===== config.mk =====
export PLATFORM = sky130hd
export DESIGN_NAME = msrv32_wb_stage
export DESIGN_NICKNAME = d
export VERILOG_FILES = /design/src/rtl/msrv32_wb_pkg.sv /design/src/rtl/msrv32_load_align.sv /design/src/rtl/msrv32_wb_stage.sv
export SDC_FILE = /design/constraint.sdc
export NUM_CORES = 1
export LEC_CHECK = 0
export CAP_MARGIN = 30
export CORE_MARGIN = 2
export CORE_UTILIZATION = 45
export DETAILED_ROUTE_END_ITERATION = 16
export PLACE_DENSITY = 0.88
export RECOVER_POWER = 50
export SLEW_MARGIN = 20
export SYNTH_ARGS = -nofsm -noshare
export SYNTH_HDL_FRONTEND = slang
export SYNTH_HIERARCHICAL = 1
export SYNTH_SLANG_ARGS = --single-unit

===== constraint.sdc =====
create_clock -name clk_in -period 2.36 [get_ports clk_in]
set_input_delay 0.59 -clock clk_in [delete_from_list [all_inputs] [get_ports clk_in]]
set_output_delay 0.59 -clock clk_in [all_outputs]
set_load 0.03 [all_outputs]

===== src/rtl/msrv32_wb_pkg.sv =====
// Shared encodings for the writeback stage: result-select codes, load sizes,
// FSM state type and the default memory-wait budget.
package msrv32_wb_pkg;

   localparam logic [2:0] WB_ALU  = 3'd0;
   localparam logic [2:0] WB_LOAD = 3'd1;
   localparam logic [2:0] WB_IMM  = 3'd2;
   localparam logic [2:0] WB_PC4  = 3'd3;
   localparam logic [2:0] WB_CSR  = 3'd4;

   localparam logic [1:0] LS_BYTE = 2'd0;
   localparam logic [1:0] LS_HALF = 2'd1;
   localparam logic [1:0] LS_WORD = 2'd2;
   localparam logic [1:0] LS_RSVD = 2'd3;

   localparam int TIMEOUT_DEFAULT = 16;

   typedef enum logic {
      ST_IDLE     = 1'b0,
      ST_WAIT_MEM = 1'b1
   } wb_state_e;

   // Reserved size is rejected alongside genuinely misaligned accesses.
   function automatic logic load_misaligned(input logic [1:0] size, input logic [1:0] addr);
      return (size == LS_RSVD) ||
             ((size == LS_HALF) && addr[0]) ||
             ((size == LS_WORD) && (addr != 2'b00));
   endfunction

endpackage


===== src/rtl/msrv32_load_align.sv =====
// Combinational load-data alignment: picks the addressed byte/half out of the
// memory word and sign- or zero-extends it to 32 bits.
module msrv32_load_align
   import msrv32_wb_pkg::*;
(
   input  logic [31:0] rdata_in,
   input  logic [1:0]  addr_in,
   input  logic [1:0]  size_in,
   input  logic        unsigned_in,
   output logic [31:0] result_out
);

   logic [31:0] shifted;
   logic [7:0]  byte_val;
   logic [15:0] half_val;

   always_comb begin
      shifted    = rdata_in >> {addr_in, 3'b000};
      byte_val   = shifted[7:0];
      half_val   = addr_in[1] ? rdata_in[31:16] : rdata_in[15:0];
      result_out = rdata_in;
      case (size_in)
         LS_BYTE: result_out = {{24{byte_val[7] & ~unsigned_in}}, byte_val};
         LS_HALF: result_out = {{16{half_val[15] & ~unsigned_in}}, half_val};
         default: result_out = rdata_in;
      endcase
   end

endmodule


===== src/rtl/msrv32_wb_stage.sv =====
// Writeback stage: selects the retiring result, waits on data memory for loads
// and drives a registered single-cycle register-file write pulse.
module msrv32_wb_stage
   import msrv32_wb_pkg::*;
#(
   parameter int TIMEOUT = TIMEOUT_DEFAULT
) (
   input  logic        clk_in,
   input  logic        reset_in,
   input  logic        valid_in,
   output logic        ready_out,
   input  logic [4:0]  rd_addr_in,
   input  logic        rf_wr_en_in,
   input  logic [2:0]  wb_sel_in,
   input  logic [31:0] alu_result_in,
   input  logic [31:0] imm_in,
   input  logic [31:0] pc_plus_4_in,
   input  logic [31:0] csr_data_in,
   input  logic [1:0]  load_size_in,
   input  logic        load_unsigned_in,
   input  logic [31:0] dmem_rdata_in,
   input  logic        dmem_ack_in,
   output logic [4:0]  rd_addr_out,
   output logic        wr_en_out,
   output logic [31:0] rd_out,
   output logic        load_err_out
);

   localparam int CW = $clog2(TIMEOUT);
   localparam logic [CW-1:0] CNT_LAST = CW'(TIMEOUT - 1);

   wb_state_e   state_q, state_d;
   logic [CW-1:0] cnt_q, cnt_d;
   logic [4:0]  rd_addr_q, rd_addr_d;
   logic        wr_en_q, wr_en_d;
   logic [31:0] rd_q, rd_d;
   logic        load_err_q, load_err_d;
   logic [4:0]  ld_rd_q, ld_rd_d;
   logic        ld_we_q, ld_we_d;
   logic [1:0]  ld_size_q, ld_size_d;
   logic        ld_uns_q, ld_uns_d;
   logic [1:0]  ld_addr_q, ld_addr_d;

   logic [31:0] nl_result;
   logic [31:0] ld_result;

   msrv32_load_align u_align (
      .rdata_in    (dmem_rdata_in),
      .addr_in     (ld_addr_q),
      .size_in     (ld_size_q),
      .unsigned_in (ld_uns_q),
      .result_out  (ld_result)
   );

   always_comb begin
      nl_result = alu_result_in;
      case (wb_sel_in)
         WB_IMM:  nl_result = imm_in;
         WB_PC4:  nl_result = pc_plus_4_in;
         WB_CSR:  nl_result = csr_data_in;
         default: nl_result = alu_result_in;
      endcase
   end

   always_comb begin
      state_d    = state_q;
      cnt_d      = cnt_q;
      rd_addr_d  = rd_addr_q;
      rd_d       = rd_q;
      wr_en_d    = 1'b0;
      load_err_d = 1'b0;
      ld_rd_d    = ld_rd_q;
      ld_we_d    = ld_we_q;
      ld_size_d  = ld_size_q;
      ld_uns_d   = ld_uns_q;
      ld_addr_d  = ld_addr_q;
      case (state_q)
         ST_IDLE: begin
            if (valid_in) begin
               if (wb_sel_in == WB_LOAD) begin
                  if (load_misaligned(load_size_in, alu_result_in[1:0])) begin
                     load_err_d = 1'b1;
                  end else begin
                     ld_rd_d   = rd_addr_in;
                     ld_we_d   = rf_wr_en_in;
                     ld_size_d = load_size_in;
                     ld_uns_d  = load_unsigned_in;
                     ld_addr_d = alu_result_in[1:0];
                     cnt_d     = '0;
                     state_d   = ST_WAIT_MEM;
                  end
               end else begin
                  rd_addr_d = rd_addr_in;
                  rd_d      = nl_result;
                  wr_en_d   = rf_wr_en_in && (rd_addr_in != 5'd0);
               end
            end
         end
         ST_WAIT_MEM: begin
            // An ack on the last allowed cycle still completes the load.
            if (dmem_ack_in) begin
               rd_addr_d = ld_rd_q;
               rd_d      = ld_result;
               wr_en_d   = ld_we_q && (ld_rd_q != 5'd0);
               state_d   = ST_IDLE;
            end else if (cnt_q == CNT_LAST) begin
               load_err_d = 1'b1;
               state_d    = ST_IDLE;
            end else begin
               cnt_d = cnt_q + 1'b1;
            end
         end
         default: state_d = ST_IDLE;
      endcase
   end

   always_ff @(posedge clk_in) begin
      if (reset_in) begin
         state_q    <= ST_IDLE;
         cnt_q      <= '0;
         rd_addr_q  <= '0;
         wr_en_q    <= 1'b0;
         rd_q       <= '0;
         load_err_q <= 1'b0;
         ld_rd_q    <= '0;
         ld_we_q    <= 1'b0;
         ld_size_q  <= '0;
         ld_uns_q   <= 1'b0;
         ld_addr_q  <= '0;
      end else begin
         state_q    <= state_d;
         cnt_q      <= cnt_d;
         rd_addr_q  <= rd_addr_d;
         wr_en_q    <= wr_en_d;
         rd_q       <= rd_d;
         load_err_q <= load_err_d;
         ld_rd_q    <= ld_rd_d;
         ld_we_q    <= ld_we_d;
         ld_size_q  <= ld_size_d;
         ld_uns_q   <= ld_uns_d;
         ld_addr_q  <= ld_addr_d;
      end
   end

   assign ready_out    = (state_q == ST_IDLE);
   assign rd_addr_out  = rd_addr_q;
   assign wr_en_out    = wr_en_q;
   assign rd_out       = rd_q;
   assign load_err_out = load_err_q;

endmodule

==> flow_metrics.tcl <==
set metrics [dict create \
    grtUsageTotal_pct 28.4 \
    fin_worst_skew_ns 0.00915 \
    max_cap_viol_count 0 \
    drive_gt1_share_pct 10.3 \
    grt_pass1_vias 4814 \
    finish.utilization_pct 72.3 \
    worstSkewPairLatency_ns 0.32 \
    port_buffers 215 \
    crit_path_start_kind "primary input" \
    clock_power_share_pct 22.7 \
    htreeDepth 2 \
    avgSynthCellArea_um2 8.14 \
    gp_congestion 0.902 \
    final_cells 869 \
    diodes 0 \
    root_buffer "clkbuf_8" \
    async_reset_ff_share_pct 0 \
    ctsResizeCount 0 \
    pwr-share-seq_pct 39.3 \
    fmax_ghz 0.447 \
    p_leak_nw 2.83 \
    synth_top_flop_cell "dfxtp_1" \
    worstPathArrival_ns 2.46 \
    fin_crit_sh_pct 94.8 \
    place_hpwl_um 12500 \
    grt_max_degree 48 \
    max_slew_margin_pct 45.6 \
    ys_seq_area_share_pct 25.3 \
    switchingPower_mw 0.837 \
    synth_top_area_share_pct 25.3 \
    cts_buffers 5 \
    vias 5051 \
    synth_cell_types 49 \
    placeableCoreArea_mm2 0.00933 \
    pre_cts_ws_ns -0.205 \
    die-height_um 102 \
    synth_edf_count 0 \
    min_period_ns 2.24 \
    viasPerCell 5.81 \
    crit_family "buffers and inverters" \
    crit_chain "clkdlybuf4s50_1, clkbuf_1, nor3b_1, clkbuf_1, o211ai_1, clkbuf_2, mux2i_1, nor2_1" \
    die_x_um 102 \
    yosysWarningCount 6 \
    syn_area_mm2 0.00435 \
    cts_sinks 55 \
    finalSetupViolCount 0 \
    firstDrtPassIters 5 \
    ys_ff_latch 55 \
    fin_hold_ws_ns 0.494 \
    combPwrFrac_pct 38.0 \
    cp_slowest_stage_delay_ns 0.43 \
    clkTransAtPathRegs_ns 0.12 \
    cp_num_buf_inv 4 \
    synth_area_leader_cell "dfxtp_1" \
    cts_setup_buffers 0 \
    worstPathMaxFanout 6 \
    synth.area.top_cells "dfxtp_1, o32ai_1, o41ai_1" \
    crit_slowest_cell "clkdlybuf4s50_1" \
    clockBufferDepth 2 \
    crit_top_cell "clkbuf_1" \
    holdCritPathClass "register to register" \
    finalHoldViolCount 0 \
    antenna_found_initial 0 \
    die_area_mm2 0.0105 \
    fin_nets 916 \
    start_util_pct 46.6 \
    hold_buffers 0 \
    status "finished clean" \
    row_count 35 \
    ant_nets 0 \
    grt_setup_unrepaired "false" \
    syn_nets 711 \
    grt-ovfl-total 0 \
    end_kind "register" \
    tightest_slew_ns 0.814 \
    slew_viol_final 0 \
    area_growth_pct 55.0 \
    routedWlPerCell_um 18.1 \
    routed_wl_um 15700 \
    internal_power_mw 1.74 \
    required_ns 2.58 \
    irDropWorstVdd_uv 303 \
    io_pins 216 \
    dp_cells 861 \
    path_class "primary input to register" \
    sw_frac_of_total_pct 32.5 \
    synthCells 534 \
    cts_tree "yes" \
    drt_iter0_drc 241 \
    powerDensity_mw_per_mm2 382 \
    setup_ws_ns 0.122 \
    n_fill_cell 715 \
    tns_ns 0 \
    grt_pass1_wl_um 23500 \
    drc 0 \
]
## final timing paths
| check | start | cells past startpoint | to | slack (ns) |
|---|---|---|---|---|
| worst min-delay path | rd_out[27]$_SDFFE_PP0P_ | 2 | rd_out[27]$_SDFFE_PP0P_ | 0.49 |
| worst max register to register | ld_addr_q[1]$_SDFFE_PP0P_ | 6 | rd_out[5]$_SDFFE_PP0P_ | 0.44 |
| worst max-delay path | wb_sel_in[1] | 8 | ld_we_q$_SDFFE_PP0P_ | 0.12 |
| worst min register to register | rd_out[27]$_SDFFE_PP0P_ | 2 | rd_out[27]$_SDFFE_PP0P_ | 0.49 |
## layout make-up
class	count	area, um^2	area share (%)
inverters	34	128	1.89
repair buffers	255	2460	36.6
multi-input cells	388	2790	41.4
clock buffers	5	68.8	1.02
flip-flops and latches	55	1100	16.4
clock inverters	3	27.5	0.408
well taps	129	161	2.39
## state kept, by name, indices dropped and copies added (netlist names)
signal,count
rd_out,32
wr_en_out,1
ld_uns_q,1
ld_rd_q,5
load_err_out,1
ld_size_q,2
rd_addr_out,5
ld_addr_q,2
ld_we_q,1
cnt_q,4
state_q,1
## metal layers
layer / global-route usage [%] / vias to the layer above / wire, um
met5: 0 / - / 0
met4: 8.92 / 0 / 366
met3: 6.36 / 30 / 1210
met2: 48.8 / 218 / 7430
met1: 35.5 / 2386 / 6700
li1: - / 2417 / -
## cells by family (layout without fill, tap and decap cells)
logic type	after synthesis	count (layout)	share of synthesized area, %
compound gates	189	189	36.1
fa+ha+maj	1	1	0.288
buf+inv	91	297	10.1
flops	55	55	25.3
mux	28	28	6.88
simple gates	170	170	21.4
## cells in the mapped netlist, types with 2 or more instances
cell type	number
nand3b_1	32
buf_4	7
nor2_1	53
o32ai_1	32
o21ai_0	7
o41ai_1	32
a21o_1	32
inv_1	32
dfxtp_1	55
a211oi_1	37
clkbuf_1	26
a22o_1	9
mux2i_1	25
nand2b_1	37
nand2_1	26
o221a_2	8
o21ai_2	10
buf_2	14
a221o_1	8
buf_1	2
buf_6	7
nand3_1	6
nor3_1	3
a21oi_1	8
nor2b_1	2
## worst min-delay path: stages, from the launching register on
cell and delay (ns):
dfxtp_1 0.33, nand3b_1 0.07, o41ai_1 0.06
## stage by stage
step	area [um^2]	total power, mW
6_report	6740	2.57
3_5_place_dp	6680	2.02
2_1_floorplan	4350	1.49
4_1_cts	6780	2.60
5_1_grt	6740	2.68
3_3_place_gp	6680	2.01
## placed cells by master, fill, tap and decap left out, drive strengths merged, types with 6 or more instances in the layout
master / synthesis / routed
dfxtp: 55 / 55
o21ai: 17 / 17
a21oi: 9 / 9
clkbuf: 27 / 10
a21o: 32 / 32
nand2: 27 / 27
a22o: 9 / 9
mux2i: 25 / 25
o41ai: 32 / 32
nand3b: 32 / 32
o32ai: 32 / 32
nor2: 53 / 53
clkdlybuf4s50: 0 / 181
inv: 33 / 35
a221o: 8 / 8
buf: 30 / 37
nand2b: 37 / 37
dlygate4sd3: 0 / 32
o221a: 8 / 8
nand3: 6 / 6
a211oi: 37 / 37
## power groups by stage
stage          Sequential [mW]  Clock, mW  Combinational, mW
6_report                  1.01      0.584              0.978
5_1_grt                   1.02      0.621               1.04
4_1_cts                   1.01      0.592              0.992
3_5_place_dp              1.03          0              0.988
3_3_place_gp              1.03          0              0.973
2_1_floorplan             1.13          0              0.356
Note: power is estimated with default switching activity, not from simulation.
